===== src/rtl/rc4_pkg.sv =====
// Shared types and sizes for the RC4 key-scheduling engine.
package rc4_pkg;

  localparam int S_ADDR_W    = 8;
  localparam int S_DATA_W    = 8;
  localparam int S_DEPTH     = 256;
  localparam int KEY_LEN_DEF = 3;

  typedef enum logic [3:0] {
    ST_IDLE,
    ST_READ_I,
    ST_WAIT_I,
    ST_CAP_I,
    ST_READ_J,
    ST_WAIT_J,
    ST_CAP_J,
    ST_WR_I,
    ST_WR_J,
    ST_DONE
  } ksa_state_t;

  // Width of a 0..n-1 index, never below one bit.
  function automatic int idx_w(input int n);
    return (n > 1) ? $clog2(n) : 1;
  endfunction

endpackage


===== src/rtl/rc4_key_byte_sel.sv =====
// Picks key byte kidx out of the packed key; byte 0 is the most significant byte.
module rc4_key_byte_sel
  import rc4_pkg::*;
#(
  parameter int KEY_LEN = KEY_LEN_DEF,
  parameter int KI_W    = idx_w(KEY_LEN)
) (
  input  logic [8*KEY_LEN-1:0] i_key,
  input  logic [KI_W-1:0]      i_kidx,
  output logic [7:0]           o_byte
);

  always_comb begin
    o_byte = '0;
    for (int k = 0; k < KEY_LEN; k++) begin
      if (i_kidx == KI_W'(k)) o_byte = i_key[8*(KEY_LEN-1-k) +: 8];
    end
  end

endmodule


===== src/rtl/ksa_scramble.sv =====
// RC4 key-scheduling pass over a 256x8 S-array RAM with configurable read latency.
module ksa_scramble
  import rc4_pkg::*;
#(
  parameter int KEY_LEN = KEY_LEN_DEF,
  parameter int RD_WAIT = 1
) (
  input  logic                 clk,
  input  logic                 reset,
  input  logic                 start_scramble,
  input  logic [8*KEY_LEN-1:0] secret_key,
  input  logic [S_DATA_W-1:0]  ram_q,
  output logic [S_ADDR_W-1:0]  ram_address_scramble,
  output logic [S_DATA_W-1:0]  ram_data_scramble,
  output logic                 ram_wren_scramble,
  output logic                 done_scrambling
);

  localparam int KI_W = idx_w(KEY_LEN);
  localparam int WC_W = idx_w(RD_WAIT);
  localparam logic [WC_W-1:0] WC_LOAD = WC_W'((RD_WAIT > 1) ? RD_WAIT - 2 : 0);
  localparam logic [KI_W-1:0] KI_LAST = KI_W'(KEY_LEN - 1);

  ksa_state_t          r_state;
  logic [S_ADDR_W-1:0] r_i;
  logic [S_ADDR_W-1:0] r_j;
  logic [S_DATA_W-1:0] r_si;
  logic [S_DATA_W-1:0] r_sj;
  logic [KI_W-1:0]     r_kidx;
  logic [WC_W-1:0]     r_wcnt;
  logic [7:0]          w_kbyte;

  rc4_key_byte_sel #(.KEY_LEN(KEY_LEN), .KI_W(KI_W)) u_key_sel (
    .i_key  (secret_key),
    .i_kidx (r_kidx),
    .o_byte (w_kbyte)
  );

  always_ff @(posedge clk) begin
    if (reset) begin
      r_state <= ST_IDLE;
      r_i     <= '0;
      r_j     <= '0;
      r_si    <= '0;
      r_sj    <= '0;
      r_kidx  <= '0;
      r_wcnt  <= '0;
    end else begin
      case (r_state)
        ST_IDLE: begin
          if (start_scramble) begin
            r_i     <= '0;
            r_j     <= '0;
            r_kidx  <= '0;
            r_state <= ST_READ_I;
          end
        end
        ST_READ_I: begin
          r_wcnt  <= WC_LOAD;
          r_state <= (RD_WAIT > 1) ? ST_WAIT_I : ST_CAP_I;
        end
        ST_WAIT_I: begin
          if (r_wcnt == '0) r_state <= ST_CAP_I;
          else              r_wcnt  <= r_wcnt - 1'b1;
        end
        ST_CAP_I: begin
          r_si    <= ram_q;
          r_j     <= r_j + ram_q + w_kbyte;  // carries drop: j stays mod 256
          r_state <= ST_READ_J;
        end
        ST_READ_J: begin
          r_wcnt  <= WC_LOAD;
          r_state <= (RD_WAIT > 1) ? ST_WAIT_J : ST_CAP_J;
        end
        ST_WAIT_J: begin
          if (r_wcnt == '0) r_state <= ST_CAP_J;
          else              r_wcnt  <= r_wcnt - 1'b1;
        end
        ST_CAP_J: begin
          r_sj    <= ram_q;
          r_state <= ST_WR_I;
        end
        ST_WR_I: r_state <= ST_WR_J;
        ST_WR_J: begin
          if (r_i == '1) begin
            r_state <= ST_DONE;
          end else begin
            r_i     <= r_i + 1'b1;
            r_kidx  <= (r_kidx == KI_LAST) ? '0 : r_kidx + 1'b1;
            r_state <= ST_READ_I;
          end
        end
        ST_DONE: r_state <= ST_IDLE;
        default: r_state <= ST_IDLE;
      endcase
    end
  end

  // Outputs depend only on registered state, so no input reaches them combinationally.
  always_comb begin
    ram_address_scramble = '0;
    ram_data_scramble    = '0;
    ram_wren_scramble    = 1'b0;
    done_scrambling      = 1'b0;
    case (r_state)
      ST_READ_I, ST_WAIT_I, ST_CAP_I: ram_address_scramble = r_i;
      ST_READ_J, ST_WAIT_J, ST_CAP_J: ram_address_scramble = r_j;
      ST_WR_I: begin
        ram_address_scramble = r_i;
        ram_data_scramble    = r_sj;
        ram_wren_scramble    = 1'b1;
      end
      ST_WR_J: begin
        ram_address_scramble = r_j;
        ram_data_scramble    = r_si;
        ram_wren_scramble    = 1'b1;
      end
      ST_DONE: done_scrambling = 1'b1;
      default: ;
    endcase
  end

endmodule

===== config.mk =====
export PLATFORM = sky130hd
export DESIGN_NAME = ksa_scramble
export DESIGN_NICKNAME = d
export VERILOG_FILES = /design/src/rtl/rc4_pkg.sv /design/src/rtl/rc4_key_byte_sel.sv /design/src/rtl/ksa_scramble.sv
export SDC_FILE = /design/constraint.sdc
export NUM_CORES = 1
export LEC_CHECK = 0
export CORE_ASPECT_RATIO = 1.5
export CORE_MARGIN = 4
export CORE_UTILIZATION = 30
export CTS_CLUSTER_SIZE = 14
export DETAILED_ROUTE_END_ITERATION = 10
export GPL_ROUTABILITY_DRIVEN = 0
export PLACE_DENSITY_LB_ADDON = 0.12
export SYNTH_ARGS = -nofsm -noshare
export SYNTH_HDL_FRONTEND = slang
export SYNTH_SLANG_ARGS = --single-unit
export TNS_END_PERCENT = 1

===== constraint.sdc =====
create_clock -name clk -period 4.9 [get_ports clk]
set_clock_uncertainty 0.2 [all_clocks]
set_input_delay 0.735 -clock clk [delete_from_list [all_inputs] [get_ports clk]]
set_output_delay 0.735 -clock clk [all_outputs]
set_load 0.01 [all_outputs]

# ---- Word-level counts from Yosys, hierarchy flattened
# Cells that the tools add are included.
dict set report totals {
  ff_bits 39
  inputBits 35
  wordCells 63
}
dict set report op_classes {
  n_addsub 5
  n_eq_ne 16
  muxes 22
  n_reduce_logical 13
}
# cell n
set op_table {}
lappend op_table {{$pmux 8 s2} 4}
lappend op_table {{$mux 8} 5}
lappend op_table {{$pmux 4 s9} 1}
lappend op_table {{$add 8x8->8} 2}
lappend op_table {{$eq 4x3->1 const B} 4}
lappend op_table {{$mux 4} 4}
lappend op_table {{$add 8x1->8 const B} 1}
lappend op_table {{$eq 4x2->1 const B} 2}
lappend op_table {{$eq 4x4->1 const B} 2}
lappend op_table {{$eq 8x8->1 const B} 1}
lappend op_table {{$ne 2x2->1 const B} 4}
lappend op_table {{$reduce_or 4->1} 2}
lappend op_table {{$mux 2} 3}
lappend op_table {{$reduce_and 3->1} 2}
lappend op_table {{$reduce_bool 2->1} 3}
lappend op_table {{$reduce_or 2->1} 3}
lappend op_table {{$eq 4x1->1 const B} 1}
lappend op_table {{$logic_not 4->1} 1}
lappend op_table {{$pmux 2 s2} 1}
lappend op_table {{$mux 1} 3}
lappend op_table {{$add 2x1->2 const B} 1}
lappend op_table {{$eq 2x1->1 const B} 1}
lappend op_table {{$eq 2x2->1 const B} 1}
lappend op_table {{$logic_not 2->1} 1}
lappend op_table {{other kinds (3)} 3}

# ---- Depth between registers and ports, before layout
dict set report logic_depth {
  depth_word 6
  ltp_mapped 13
}

# ---- By module
# Synthesis repeated with hierarchy kept, for this count alone.
dict set report unflattened {
  cells_unflattened 285
  area_unflattened_um2 2467.4
}
# module n_inst cells_each area_each_um2
set by_module_without_submodules {}
lappend by_module_without_submodules {ksa_scramble 1 265 2269.7}
lappend by_module_without_submodules {rc4_key_byte_sel 1 20 197.7}

# ---- Worst setup path after synthesis
# No wires, ideal clock.
dict set report synth_timing {
  kind {register to register}
  from {register r_kidx[1]}
  to {register r_j[7]}
  setup_ns 0.062
  arrival_time_ns 2.797
  required_time_ns 4.638
  path_slack_ns 1.841
  stages_incl_launch_ff 13
  cell_sequence {dfxtp_1 -> buf_1 -> mux2i_1 -> o21ai_0 -> fa_1 -> ha_1 -> inv_1 -> fa_1 -> nor2b_1 -> o31ai_1 -> a21oi_1 -> or4_1 -> nand3_1}
}
dict set report synth_between {
  elab_chain_cells 6
  word_cells_on_any_way 8
  cone_classes {add/sub (1); eq/ne (2); mux (4); reduce/logical (1)}
}
# element line
set synth_lines {}
lappend synth_lines {{start: declaration} ksa_scramble.sv:29} ;# logic [KI_W-1:0] r_kidx;
lappend synth_lines {{start signal: assignment} ksa_scramble.sv:89} ;# r_kidx <= (r_kidx == KI_LAST) ? '0 : r_kidx + 1'b1;
lappend synth_lines {{$logic_not 2->1} rc4_key_byte_sel.sv:16} ;# if (i_kidx == KI_W'(k)) o_byte = i_key[8*(KEY_LEN-1-k) +: 8];
lappend synth_lines {{$mux 8 (2 in a row)} rc4_key_byte_sel.sv:16}
lappend synth_lines {{$mux 8 *} rc4_key_byte_sel.sv:16}
lappend synth_lines {{$add 8x8->8 *} ksa_scramble.sv:68} ;# r_j <= r_j + ram_q + w_kbyte;
lappend synth_lines {{$pmux 8 s2 *} ksa_scramble.sv:49} ;# case (r_state)
lappend synth_lines {{end signal: assignment} ksa_scramble.sv:68}
lappend synth_lines {{end: declaration} ksa_scramble.sv:26} ;# logic [S_ADDR_W-1:0] r_j;
# Mark *: on every way between the ends. The rest lies on a longest branch, timed or not.
# A chain may end at the register's enable or synchronous reset.

# ---- Worst setup path after layout
dict set report layout_timing {
  from {register r_state[3]}
  to {output ram_address_scramble[7]}
}
dict set report layout_between {
  elab_chain_cells 3
  word_cells_on_any_way 11
  cone_classes {eq/ne (8); mux (1); reduce/logical (2)}
}
# element line
set layout_lines {}
lappend layout_lines {{start: declaration} ksa_scramble.sv:24} ;# ksa_state_t r_state;
lappend layout_lines {{start signal: assignment} ksa_scramble.sv:60} ;# r_state <= (RD_WAIT > 1) ? ST_WAIT_I : ST_CAP_I;
lappend layout_lines {{start signal: assignment} ksa_scramble.sv:73} ;# r_state <= (RD_WAIT > 1) ? ST_WAIT_J : ST_CAP_J;
lappend layout_lines {{$eq 4x4->1 (tied with other cells)} ksa_scramble.sv:105} ;# case (r_state)
lappend layout_lines {{$reduce_or 4->1 (no line)} -}
lappend layout_lines {{$pmux 8 s2 *} ksa_scramble.sv:105}
lappend layout_lines {{end: declaration} ksa_scramble.sv:13} ;# output logic [S_ADDR_W-1:0] ram_address_scramble,
# Marks and branches as above.

==> out/results.txt <==
Run status -> complete, no violations
HP Class -> reg2reg
HPWL after DPL -> 4820 um
Pin count of the biggest net entering global routing -> 26
H-tree depth -> 2
Hold_ws -> 0.255 ns
CTS resizes -> 0
Switching pwr -> 0.236 mW
Largest area contributor in the netlist -> dfxtp_1
# diodes -> 0
Num CTS Buffers -> 5
Die H -> 117 um
Die Area -> 9440 um2
Fillers -> 802
Max VDD drop -> 122 uV
Total power -> 0.839 mW
Yosys cell types -> 51
Setup crit start kind -> flop
Fin. max-slew vios -> 0
I/O Buffers -> 52
WP data required -> 3.96 ns
CTS Root Buffer Type -> clkbuf_16
Top-area cell type share of the netlist area -> 0.320
Average cell area after synthesis -> 8.37 um2
Worst path arrival time -> 2.66 ns
Sum Neg Setup Slack -> 0 ns
Pre-antenna DRT Iters -> 4
Synthesized area -> 2380 um2
Asr flop ratio synth -> 0
Commonest non-fill, non-tap cell in the layout -> clkdlybuf4s50_1
#FFs+latches synth -> 38
Initial core utilization -> 0.310
Ys flop type -> dfxtp_1
Internal -> 0.603 mW
CTS max path bufs -> 2
Io pins -> 53
Kind of critical path -> reg2out
Worst path cell trace -> nor4b_4, buf_4, nand2_1, o21ai_1, clkdlybuf4s50_1
CP max stage delay -> 0.69 ns
CTS tree -> done
Core area -> 7660 um2
Final worst-path cycle share -> 0.734
Placed inst area -> 2960 um2
Slew @ Worst Pin -> 0.923 ns
Setup bufs post-CTS -> 0
Slew margin rel. -> 0.383
Area Growth Syn to Fin -> 30.7%
Most frequent cells in the layout -> clkdlybuf4s50_1 (52), dfxtp_1 (38), nand2_1 (36)
Vias in the first global route -> 2107
Worst hold stages -> 2
# setup viols final -> 0
Leak -> 1.07 nW
Crit. End Element -> output port
Final Cell Area -> 3110 um2
Drt wl/cell -> 14.6 um
Combinational share of power -> 0.204
Top cells by area, synth -> dfxtp_1 (32%), fa_1 (6.7%), mux2i_1 (6.7%)
Clock transition at path regs -> 0.06 ns
Reg2Reg Depth -> 12
Synthesized instance count -> 284
RSZ-0062 raised after global routing -> no
Number of enable flip-flop cells after synthesis -> 0
Syn nets -> 334
Warnings from Yosys -> 0
Drt drc -> 0
Row count -> 39
Net count, final -> 378
Crit Path Max Fanout -> 16
Clk Latency, worst-skew pair -> 0.28 ns
Final wirelength -> 6300 um
# hold bufs at CTS -> 0
Sequential-to-total area share from yosys stat -> 0.320
CTS sink count -> 38
Max_cap viols -> 0
PD cells -> 270 nW/um2
Sw Ratio -> 0.281
Initial antenna violation count -> 0
1st-iter DRT viols -> 110
Via count -> 2124
Sequential share of power -> 0.409
DR vias/cell -> 4.93
ANT nets after route -> 0
CP max stage cell -> nor4b_4
Layout cells sized above 1 -> 0.0578
Total track usage -> 0.144
Grt ovf -> 0
First-pass GRT wire length -> 10500 um
Die Wd -> 80.7 um
Fmax -> 0.278 GHz
Final worst path period need -> 3.60 ns
Hold Vio Cnt, Final -> 0
Clock Power Share -> 0.387
[per-stage QoR]
step,utilization,cells,setup WS (ns)
after global placement,0.386,423,1.20
after CTS,0.406,431,1.23
after global routing,0.406,431,1.05
final,0.406,431,1.30
after floorplan,-,284,1.84
after detailed placement,0.386,423,1.17
[registers in the layout (all words and copies together), names as in the netlist]
name and count:
r_si 8, r_i 8, r_sj 8, r_j 8, r_state 4, r_kidx 2
[cells by family (layout without fill, tap and decap cells)]
| kind of cell | after synthesis | in the layout | share of synthesized area |
|---|---|---|---|
| mux | 16 | 16 | 0.0674 |
| buf+inv | 24 | 69 | 0.0447 |
| xor+xnor | 9 | 9 | 0.0332 |
| flops | 38 | 38 | 0.320 |
| compound gates | 74 | 74 | 0.204 |
| fa+ha+maj | 16 | 16 | 0.108 |
| simple gates | 107 | 107 | 0.223 |
[per-layer routing]
metal  wire [um]  vias up  track usage
met5           0        -            0
met3         183        8       0.0245
met1        2590      986        0.164
met4         112        0       0.0440
met2        3410       31        0.270
li1            -     1099            -
[cells in the mapped netlist (all sizes together), types with 2 or more instances]
library cell,n
a21oi,23
nor2,34
a31oi,3
a22oi,9
xnor2,8
nand3b,2
o21ai,18
nor3,4
clkbuf,6
fa,8
a211oi,3
a22o,8
ha,7
inv,7
and3,5
mux2i,16
nor2b,3
or4,2
nand3,11
buf,11
nand4b,3
nand2,36
dfxtp,38
[worst paths after layout]
| kind | from | endpoint | slack (ns) |
|---|---|---|---|
| hold reg to reg | r_si[1]$_SDFFE_PP0P_ | r_si[1]$_SDFFE_PP0P_ | 0.25 |
| setup / recovery | r_state[3]$_SDFFE_PP0P_ | ram_address_scramble[7] | 1.30 |
| setup reg to reg | r_kidx[0]$_SDFFE_PP0P_ | r_j[7]$_SDFFE_PP0P_ | 1.38 |
| hold / removal | r_si[1]$_SDFFE_PP0P_ | r_si[1]$_SDFFE_PP0P_ | 0.25 |
[power groups by stage]
stage,clock (mW),sequential [mW],combinational (mW)
2_1_floorplan,0,0.338,0.125
3_3_place_gp,0,0.350,0.172
3_5_place_dp,0,0.350,0.172
4_1_cts,0.335,0.343,0.174
5_1_grt,0.351,0.346,0.193
6_report,0.324,0.343,0.171
[area by class of cell]
type / instances / area [um2] / area share
well taps: 102 / 128 / 0.0411
multi-input cells: 222 / 1510 / 0.486
inverters: 7 / 26.3 / 0.00845
flip-flops and latches: 38 / 761 / 0.245
clock buffers: 7 / 143 / 0.0459
clock inverters: 1 / 5.00 / 0.00161
repair buffers: 54 / 536 / 0.172
[critical path: cells and delay by family, from the launching register on]
family / cells / cell delay, ns
buffers and inverters: 2 / 0.87
AND/OR/NAND/NOR: 2 / 0.75
flip-flops: 1 / 0.65
AO/OA/AOI/OAI: 1 / 0.10
No activity file was read; power rests on OpenSTA's default activity.
